===== config.mk =====
export PLATFORM = sky130hd
export DESIGN_NAME = seg_scan_ctrl
export DESIGN_NICKNAME = d
export VERILOG_FILES = /design/src/rtl/seg_pkg.sv /design/src/rtl/seg_hex_decode.sv /design/src/rtl/seg_scan_ctrl.sv
export SDC_FILE = /design/constraint.sdc
export NUM_CORES = 1
export LEC_CHECK = 0
export CAP_MARGIN = 15
export CORE_MARGIN = 2
export CORE_UTILIZATION = 35
export CTS_CLUSTER_DIAMETER = 150
export DETAILED_ROUTE_END_ITERATION = 7
export DONT_BUFFER_PORTS = 1
export GPL_ROUTABILITY_DRIVEN = 0
export PLACE_DENSITY = 0.53
export SLEW_MARGIN = 5
export SYNTH_ARGS = -nofsm -noshare
export SYNTH_HDL_FRONTEND = slang
export SYNTH_SLANG_ARGS = --single-unit

===== constraint.sdc =====
create_clock -name clk -period 3.18 [get_ports clk]
set_input_delay 0.318 -clock clk [delete_from_list [all_inputs] [get_ports clk]]
set_output_delay 0.318 -clock clk [all_outputs]
set_load 0.005 [all_outputs]

===== src/rtl/seg_pkg.sv =====
// rtl/seg_pkg.sv - shared constants for the seven-segment scan controller
package seg_pkg;

    // Active-low segment patterns {dp, g..a}; bit 7 is always 1 so the decimal
    // point can be merged in with a simple AND.
    localparam logic [7:0] HEX_SEG [16] = '{
        8'hC0, 8'hF9, 8'hA4, 8'hB0, 8'h99, 8'h92, 8'h82, 8'hF8,
        8'h80, 8'h90, 8'h88, 8'h83, 8'hC6, 8'hA1, 8'h86, 8'h8E
    };

    localparam logic [7:0] SEG_OFF = 8'hFF;

    // All digit selects released; callers slice down to their digit count.
    localparam logic [7:0] SEL_OFF = 8'hFF;

    // Active-low one-hot select for a digit index.
    function automatic logic [7:0] sel_of(input logic [2:0] digit);
        return ~(8'd1 << digit);
    endfunction

endpackage


===== src/rtl/seg_hex_decode.sv =====
// rtl/seg_hex_decode.sv - nibble plus decimal point to active-low segments
module seg_hex_decode
    import seg_pkg::*;
(
    input  logic [3:0] nibble,
    input  logic       dp,
    output logic [7:0] seg
);

    // Table bit 7 is 1, so ANDing with ~dp yields the active-low decimal point.
    assign seg = HEX_SEG[nibble] & {~dp, 7'h7F};

endmodule


===== src/rtl/seg_scan_ctrl.sv =====
// rtl/seg_scan_ctrl.sv - multiplexed seven-segment scanner with tear-free updates
module seg_scan_ctrl
    import seg_pkg::*;
#(
    parameter int DIGITS       = 6,
    parameter int SCAN_TICKS   = 50_000,
    parameter int BLINK_FRAMES = 250
) (
    input  logic                  clk,
    input  logic                  rst_n,
    input  logic [4*DIGITS-1:0]   num,
    input  logic [DIGITS-1:0]     dp,
    input  logic [DIGITS-1:0]     blink_en,
    input  logic                  blank_lz,
    input  logic [2:0]            bright,
    input  logic                  load,
    output logic                  pending,
    output logic                  frame_done,
    output logic [DIGITS-1:0]     sel,
    output logic [7:0]            seg
);

    localparam int DIV_MAX = SCAN_TICKS / 8 - 1;
    localparam int DW      = $clog2(SCAN_TICKS / 8);
    localparam int FW      = (BLINK_FRAMES > 1) ? $clog2(BLINK_FRAMES) : 1;

    logic [DW-1:0]         div;
    logic [2:0]            sub;
    logic [2:0]            idx;
    logic [FW-1:0]         fcnt;
    logic                  phase;
    logic [4*DIGITS-1:0]   pend_num, shad_num;
    logic [DIGITS-1:0]     pend_dp, shad_dp, pend_blink, shad_blink;
    logic                  tick, wrap;
    logic [3:0]            cur_nib;
    logic                  cur_dp, cur_blink, upper_zero;
    logic [7:0]            dec_seg, sel_full;
    logic [DIGITS-1:0]     sel_nxt;
    logic [7:0]            seg_nxt;

    assign tick     = (sub == 3'd7) && (div == DW'(DIV_MAX));
    assign wrap     = tick && (idx == 3'(DIGITS - 1));
    assign sel_full = sel_of(idx);

    // Sub-slot divider: eight equal sub-slots per digit slot for PWM dimming.
    always_ff @(posedge clk or negedge rst_n) begin
        if (!rst_n) begin
            div <= '0;
            sub <= '0;
        end else if (div == DW'(DIV_MAX)) begin
            div <= '0;
            sub <= sub + 3'd1;
        end else begin
            div <= div + 1'b1;
        end
    end

    // Digit index and frame-wrap pulse.
    always_ff @(posedge clk or negedge rst_n) begin
        if (!rst_n) begin
            idx        <= '0;
            frame_done <= 1'b0;
        end else begin
            frame_done <= wrap;
            if (wrap)
                idx <= '0;
            else if (tick)
                idx <= idx + 3'd1;
        end
    end

    // Blink phase toggles after BLINK_FRAMES frame wraps.
    always_ff @(posedge clk or negedge rst_n) begin
        if (!rst_n) begin
            fcnt  <= '0;
            phase <= 1'b0;
        end else if (wrap) begin
            if (fcnt == FW'(BLINK_FRAMES - 1)) begin
                fcnt  <= '0;
                phase <= ~phase;
            end else begin
                fcnt <= fcnt + 1'b1;
            end
        end
    end

    // Double buffer: commit uses the old pending copy, so a load on the wrap
    // cycle lands in pending and waits for the following wrap.
    always_ff @(posedge clk or negedge rst_n) begin
        if (!rst_n) begin
            pend_num   <= '0;
            pend_dp    <= '0;
            pend_blink <= '0;
            shad_num   <= '0;
            shad_dp    <= '0;
            shad_blink <= '0;
            pending    <= 1'b0;
        end else begin
            if (wrap && pending) begin
                shad_num   <= pend_num;
                shad_dp    <= pend_dp;
                shad_blink <= pend_blink;
            end
            if (load) begin
                pend_num   <= num;
                pend_dp    <= dp;
                pend_blink <= blink_en;
                pending    <= 1'b1;
            end else if (wrap) begin
                pending    <= 1'b0;
            end
        end
    end

    // Current digit's shadow fields and whether it and all higher digits are zero.
    always_comb begin
        cur_nib    = 4'h0;
        cur_dp     = 1'b0;
        cur_blink  = 1'b0;
        upper_zero = 1'b1;
        for (int i = 0; i < DIGITS; i++) begin
            if (i == int'(idx)) begin
                cur_nib   = shad_num[4*i +: 4];
                cur_dp    = shad_dp[i];
                cur_blink = shad_blink[i];
            end
            if (i >= int'(idx) && shad_num[4*i +: 4] != 4'h0)
                upper_zero = 1'b0;
        end
    end

    seg_hex_decode u_dec (
        .nibble (cur_nib),
        .dp     (cur_dp),
        .seg    (dec_seg)
    );

    // Next output: dark outside the brightness window or during a blink-off phase.
    always_comb begin
        sel_nxt = SEL_OFF[DIGITS-1:0];
        seg_nxt = SEG_OFF;
        if (sub <= bright && !(phase && cur_blink)) begin
            sel_nxt = sel_full[DIGITS-1:0];
            if (blank_lz && idx != 3'd0 && upper_zero)
                seg_nxt = {~cur_dp, 7'h7F};
            else
                seg_nxt = dec_seg;
        end
    end

    // Registered pin drivers.
    always_ff @(posedge clk or negedge rst_n) begin
        if (!rst_n) begin
            sel <= SEL_OFF[DIGITS-1:0];
            seg <= SEG_OFF;
        end else begin
            sel <= sel_nxt;
            seg <= seg_nxt;
        end
    end

endmodule


==> out/results.tsv, run 1 <==
metric	value	unit
cp-start-kind	flip-flop	
wl_met1	5390	microns
fin_hold_ws	0.0450	ns
p_leak	0.00284	uW
fin_nets	509	
cap_violations	0	
core_area	15200	sq um
synth_seq_area_share	0.534	
synthToLayoutAreaGrowth	15.9	%
finalClockSkew	0.00946	ns
synthArstFlopShare	1.00	
synth_edf_count	0	
htree_levels	4	
endpoint_kind	flip-flop	
arrival	3.14	ns
cpMostUsedCell	inv_1	
report.final.slew_viol_count	0	
diodes	0	
cts_tree	done	
clock_sinks	116	
hold_viol_final	0	
ys_ff_latch	116	
viasPerCell	5.17	
synth.most_common_cell	dfrtp_1	
synth-simple-area-share	0.107	
dr_wl_met3	605	microns
cts_buffer_depth	2	
start_util	0.359	
post_drt_wl_per_cell	17.3	microns
cp_top_family	compound AO/OA/AOI/OAI gates	
io_pins	59	
ys.flop_type	dfrtp_1	
synth_area_leader_cell	dfrtp_1	
muxShareOfSynthArea	0.181	
dieHeight	129	microns
fin_crit_sh	0.886	
insertion_delay	0.42	ns
path_class	reg2reg	
path_clk_slew	0.06	ns
grt_pass1_wl	18500	microns
met2WireLength	4910	microns
power.density	580	nW/um^2
via_count	3340	
drtPass1Iterations	4	
antenna_found_initial	0	
postCtsSetupBuffers	0	
wl	11200	microns
dp_hpwl	7700	microns
slowest_stage	dfrtp_1	
slew_headroom	0.427	
vdd_drop_max	0.385	mV
dieArea	16600	sq um
grtUsageTotal	0.148	
hp-class	in2reg	
drive_gt1_frac	0.293	
max_freq	0.355	GHz
worstPathMaxFanout	10	
synth_area	5460	sq um
fin_crit	2.82	ns
drc_errors	0	
avgSynthCellArea	12.6	sq um
fillerInstances	1428	
status	complete, no violations	
max_stage_delay	0.46	ns
setup_violations	0	
grt_pass1_vias	3412	
yosys-top-cells-count	dfrtp_1, mux2_2, mux2_4	
rsz0062_at_grt	false	
cts-buffers-inserted	17	
tightest_slew	0.853	ns
num_rows	45	
synth_xor_area_frac	0.0224	
synth_nets	498	
synth_top_area_frac	0.467	
synth_fa_ha_area_frac	0.0481	
required	3.50	ns
grt_overflow_total	0	
top_layer	met4	
io_buffers	0	
clock-root-buffer	clkbuf_16	
synth_area_leaders	dfrtp_1, mux2_2, mux2_4	
ant_nets	0	
cp_cell_sequence	inv_1, ha_1, inv_1, o21ai_0, o211ai_1, a22oi_2, inv_1, ha_1, nor4b_1, a21o_1, o21ai_1	
grt_max_degree	117	
finalSetupTns	0	ns
die_w	129	microns
synth_warnings	0	
synth_top_family_by_area	multiplexers	
synth_cell_type_count	58	
drtIter0Drc	187	
synthCells	434	
synth_compound_area_frac	0.0808	
path_buf_inv	3	
==> what timing repair did <==
item                                    CTS  global route
hold buffers                              3             0
resized for setup                         0             2
endpoints found under the setup margin    0             4
hold endpoints to repair                117             0
==> cell type report <==
cell class	count	area [sq um]	area share
Timing Repair Buffer	8	85.1	0.0134
Tap cell	188	235	0.0371
Clock buffer	23	478	0.0755
Sequential cell	116	2920	0.461
Clock inverter	9	151	0.0239
Multi-Input combinational cell	288	2410	0.380
Inverter	14	53.8	0.00849
==> metrics by stage <==
step / instances / power [uW] / util / worst slack, ns / cell area, sq um
2_1_floorplan: 434 / 1640 / - / 0.512 / 5460
3_3_place_gp: 611 / 1650 / 0.372 / 0.308 / 5650
3_5_place_dp: 611 / 1650 / 0.372 / 0.211 / 5650
4_1_cts: 646 / 3740 / 0.416 / 0.179 / 6330
5_1_grt: 646 / 3830 / 0.417 / 0.0480 / 6330
6_report: 646 / 3680 / 0.417 / 0.362 / 6330
==> path summary, 6_finish.rpt <==
check	startpoint	end	slack [ns]	cells past startpoint
setup / recovery	idx[0]$_DFFE_PN0P_	seg[0]$_DFF_PN1_	0.36	11
hold / removal	num[1]	pend_num[1]$_DFFE_PN0P_	0.05	1
setup reg to reg	idx[0]$_DFFE_PN0P_	seg[0]$_DFF_PN1_	0.36	11
hold reg to reg	fcnt[6]$_DFFE_PN0P_	fcnt[6]$_DFFE_PN0P_	0.48	1
max in group asynchronous	rst_n	pend_dp[3]$_DFFE_PN0P_	2.19	2
min in group asynchronous	rst_n	pend_blink[3]$_DFFE_PN0P_	0.48	2
==> sequential cells by signal, summed over array words and instances, names as in the netlist <==
signal and cells:
div 13, fcnt 8, frame_done 1, idx 3, pend_blink 6, pend_dp 6, pend_num 24, pending 1
phase 1, seg 8, sel 6, shad_blink 6, shad_dp 6, shad_num 24, sub 3
==> cell usage in the layout, fill, tap and decap left out, drive strengths merged, types with 5 or more instances in the layout <==
cell    instances
nand4           5
buf             6
o21ai          16
xnor2           9
o31ai           6
nand2          30
dfrtp         102
inv            12
clkinv          6
dfstp          14
mux2           76
nor3            8
nor2           24
nor4            6
clkbuf         23
xor2            5
nand3          13
ha             21
a21oi           7
o211ai          8
nor2b           7
==> report_power, final <==
part | switching (uW) | total (uW) | leakage, uW | internal (uW)
Sequential | 29.4 | 1560 | 0.00147 | 1530
Combinational | 44.8 | 95.7 | 0.00106 | 50.9
Clock | 651 | 2020 | 0.000307 | 1370
==> cells by family (layout without fill, tap and decap cells) <==
kind of cell,Yosys count,after routing
flops,116,116
fa+ha+maj,21,21
xor+xnor,14,14
simple gates,111,111
mux,78,78
buf+inv,30,54
compound gates,64,64
==> routing by layer <==
metal / vias to the layer above / track usage
li1: 1595 / -
met4: 0 / 0.0735
met1: 1648 / 0.206
met2: 73 / 0.208
met5: - / 0
met3: 24 / 0.0495
Note: power is estimated with default switching activity, not from simulation.
==> run 2: changes to the inputs <==
==> constraint.sdc (replaced) <==
create_clock -name clk -period 2.6 [get_ports clk]
set_input_delay 0.26 -clock clk [delete_from_list [all_inputs] [get_ports clk]]
set_output_delay 0.26 -clock clk [all_outputs]
set_load 0.005 [all_outputs]
==> out/results.tsv, run 2 (synthesis results as in run 1) <==
metric	value	unit	change
cts-buffers-inserted	17		unchanged
placed_area	5730	sq um	was 5650 sq um
cap_violations	0		unchanged
fin_crit_sh	0.954		was 0.886
grtUsageTotal	0.149		was 0.148
slew_headroom	0.716		was 0.427
post_drt_wl_per_cell	16.3	microns	was 17.3 microns
endpoint_kind	flip-flop		unchanged
p_leak	0.00311	uW	was 0.00284 uW
dp_hpwl	7740	microns	was 7700 microns
dp.cells	620		was 611
diodes	0		unchanged
slowest_stage	dfrtp_2		was dfrtp_1
drc_errors	0		unchanged
num_rows	45		unchanged
report.final.slew_viol_count	0		unchanged
clock-root-buffer	clkbuf_16		unchanged
grt_pass1_wl	18900	microns	was 18500 microns
worstPathMaxFanout	11		was 10
fin_hold_ws	-0.456	ns	was 0.0450 ns
path_class	reg2reg		unchanged
power.density	675	nW/um^2	was 580 nW/um^2
pre_cts_ws	0.0598	ns	was 0.211 ns
drtIter0Drc	225		was 187
required	2.94	ns	was 3.50 ns
dieHeight	129	microns	unchanged
finalClockSkew	0.00772	ns	was 0.00946 ns
final_cells	700		was 646
viasPerCell	5.05		was 5.17
io_pins	59		unchanged
tightest_slew	0.422	ns	was 0.853 ns
gr-usage-met1	0.194		was 0.206
setup_ws	0.121	ns	was 0.362 ns
vdd_drop_max	0.476	mV	was 0.385 mV
path_clk_slew	0.05	ns	was 0.06 ns
status	finished, violations left		was complete, no violations
busiest_layer	met2		unchanged
cp_top_family	compound AO/OA/AOI/OAI gates		unchanged
mostFrequentLayoutCell	dfrtp_1		unchanged
core_area	15200	sq um	unchanged
final_cell_mix	dfrtp_1, mux2_2, dlygate4sd3_1		was dfrtp_1, mux2_2, mux2_4
p_total	4690	uW	was 3680 uW
grt_overflow_total	0		unchanged
fin_nets	563		was 509
antenna_found_initial	0		unchanged
cts_buffer_depth	2		unchanged
cts_tree	done		unchanged
hold_viol_final	116		was 0
drive_gt1_frac	0.307		was 0.293
grt_use_met3	0.0561		was 0.0495
path_buf_inv	3		unchanged
drtPass1Iterations	4		unchanged
cp-start-kind	flip-flop		unchanged
grt_util_met2	0.222		was 0.208
grt_max_degree	117		unchanged
finish.instance_area	6950	sq um	was 6330 sq um
wl	11400	microns	was 11200 microns
htree_levels	4		unchanged
cpMostUsedCell	buf_4		was inv_1
die_w	129	microns	unchanged
clock_sinks	116		unchanged
ant_nets	0		unchanged
max_freq	0.403	GHz	was 0.355 GHz
reg.largest.list	pend_num (24), shad_num (24), div (13)		unchanged
io_buffers	0		unchanged
grt_pass1_vias	3649		was 3412
max_stage_delay	0.42	ns	was 0.46 ns
arrival	2.82	ns	was 3.14 ns
hp-class	in2async		was in2reg
violations	hold timing		
setup_violations	0		unchanged
via_count	3535		was 3340
start_util	0.359		unchanged
fin_crit	2.48	ns	was 2.82 ns
dieArea	16600	sq um	unchanged
insertion_delay	0.42	ns	about the same
cp_cell_sequence	inv_1, ha_1, buf_4, and2_1, o2bb2ai_1, a221oi_2, buf_4, mux2_2, o211ai_1		was inv_1, ha_1, inv_1, o21ai_0, o211ai_1, a22oi_2, inv_1, ha_1, nor4b_1, a21o_1, o21ai_1
synthToLayoutAreaGrowth	27.2	%	was 15.9%
[run 2: report_power, final]
group,internal (uW),switching [uW]
Sequential,1870,35.0
Clock,1850,784
Combinational,114,40.1
Total,3840,859
[run 2: worst paths after layout]
check                      slack (ns)  cells past startpoint                   to              startpoint
hold / removal                  -0.46                      0  fcnt[5]$_DFFE_PN0P_                   rst_n
min in group clk                 0.15                      2  pending$_DFFE_PN0P_                    load
setup / recovery                 0.12                      9     seg[4]$_DFF_PN1_      idx[0]$_DFFE_PN0P_
hold reg to reg                  0.47                      1     seg[7]$_DFF_PN1_  shad_dp[5]$_DFFE_PN0P_
setup reg to reg                 0.12                      9     seg[4]$_DFF_PN1_      idx[0]$_DFFE_PN0P_
max in group asynchronous        2.82                      0     seg[7]$_DFF_PN1_                   rst_n
[run 2: final cells by class]
type | instances | area (sq um)
repair buffers | 62 | 597
multi-input cells | 288 | 2460
flip-flops and latches | 116 | 2920
fillers | 1358 | 8250
well taps | 188 | 235
clock inverters | 8 | 168
clock buffers | 24 | 512
inverters | 14 | 53.8
[run 2: repair_timing]
item                                   in CTS  in global routing
setup endpoints to repair                   0                 13
setup buffers                               0                  0
endpoints found under the hold margin     153                117
hold buffers                               46                  1
gates resized for setup                     0                 14
[run 2: per-stage QoR]
stage | util | TNS [ns]
after global placement | 0.377 | 0
after CTS | 0.452 | 0
final | 0.457 | 0
after global routing | 0.457 | -0.00556
after floorplan | - | 0
after detailed placement | 0.377 | 0
[run 2: layer usage]
layer,vias to the layer above,wire (microns)
met1,1758,5420
met3,17,472
met5,-,0
met2,62,5280
li1,1698,-
met4,0,216
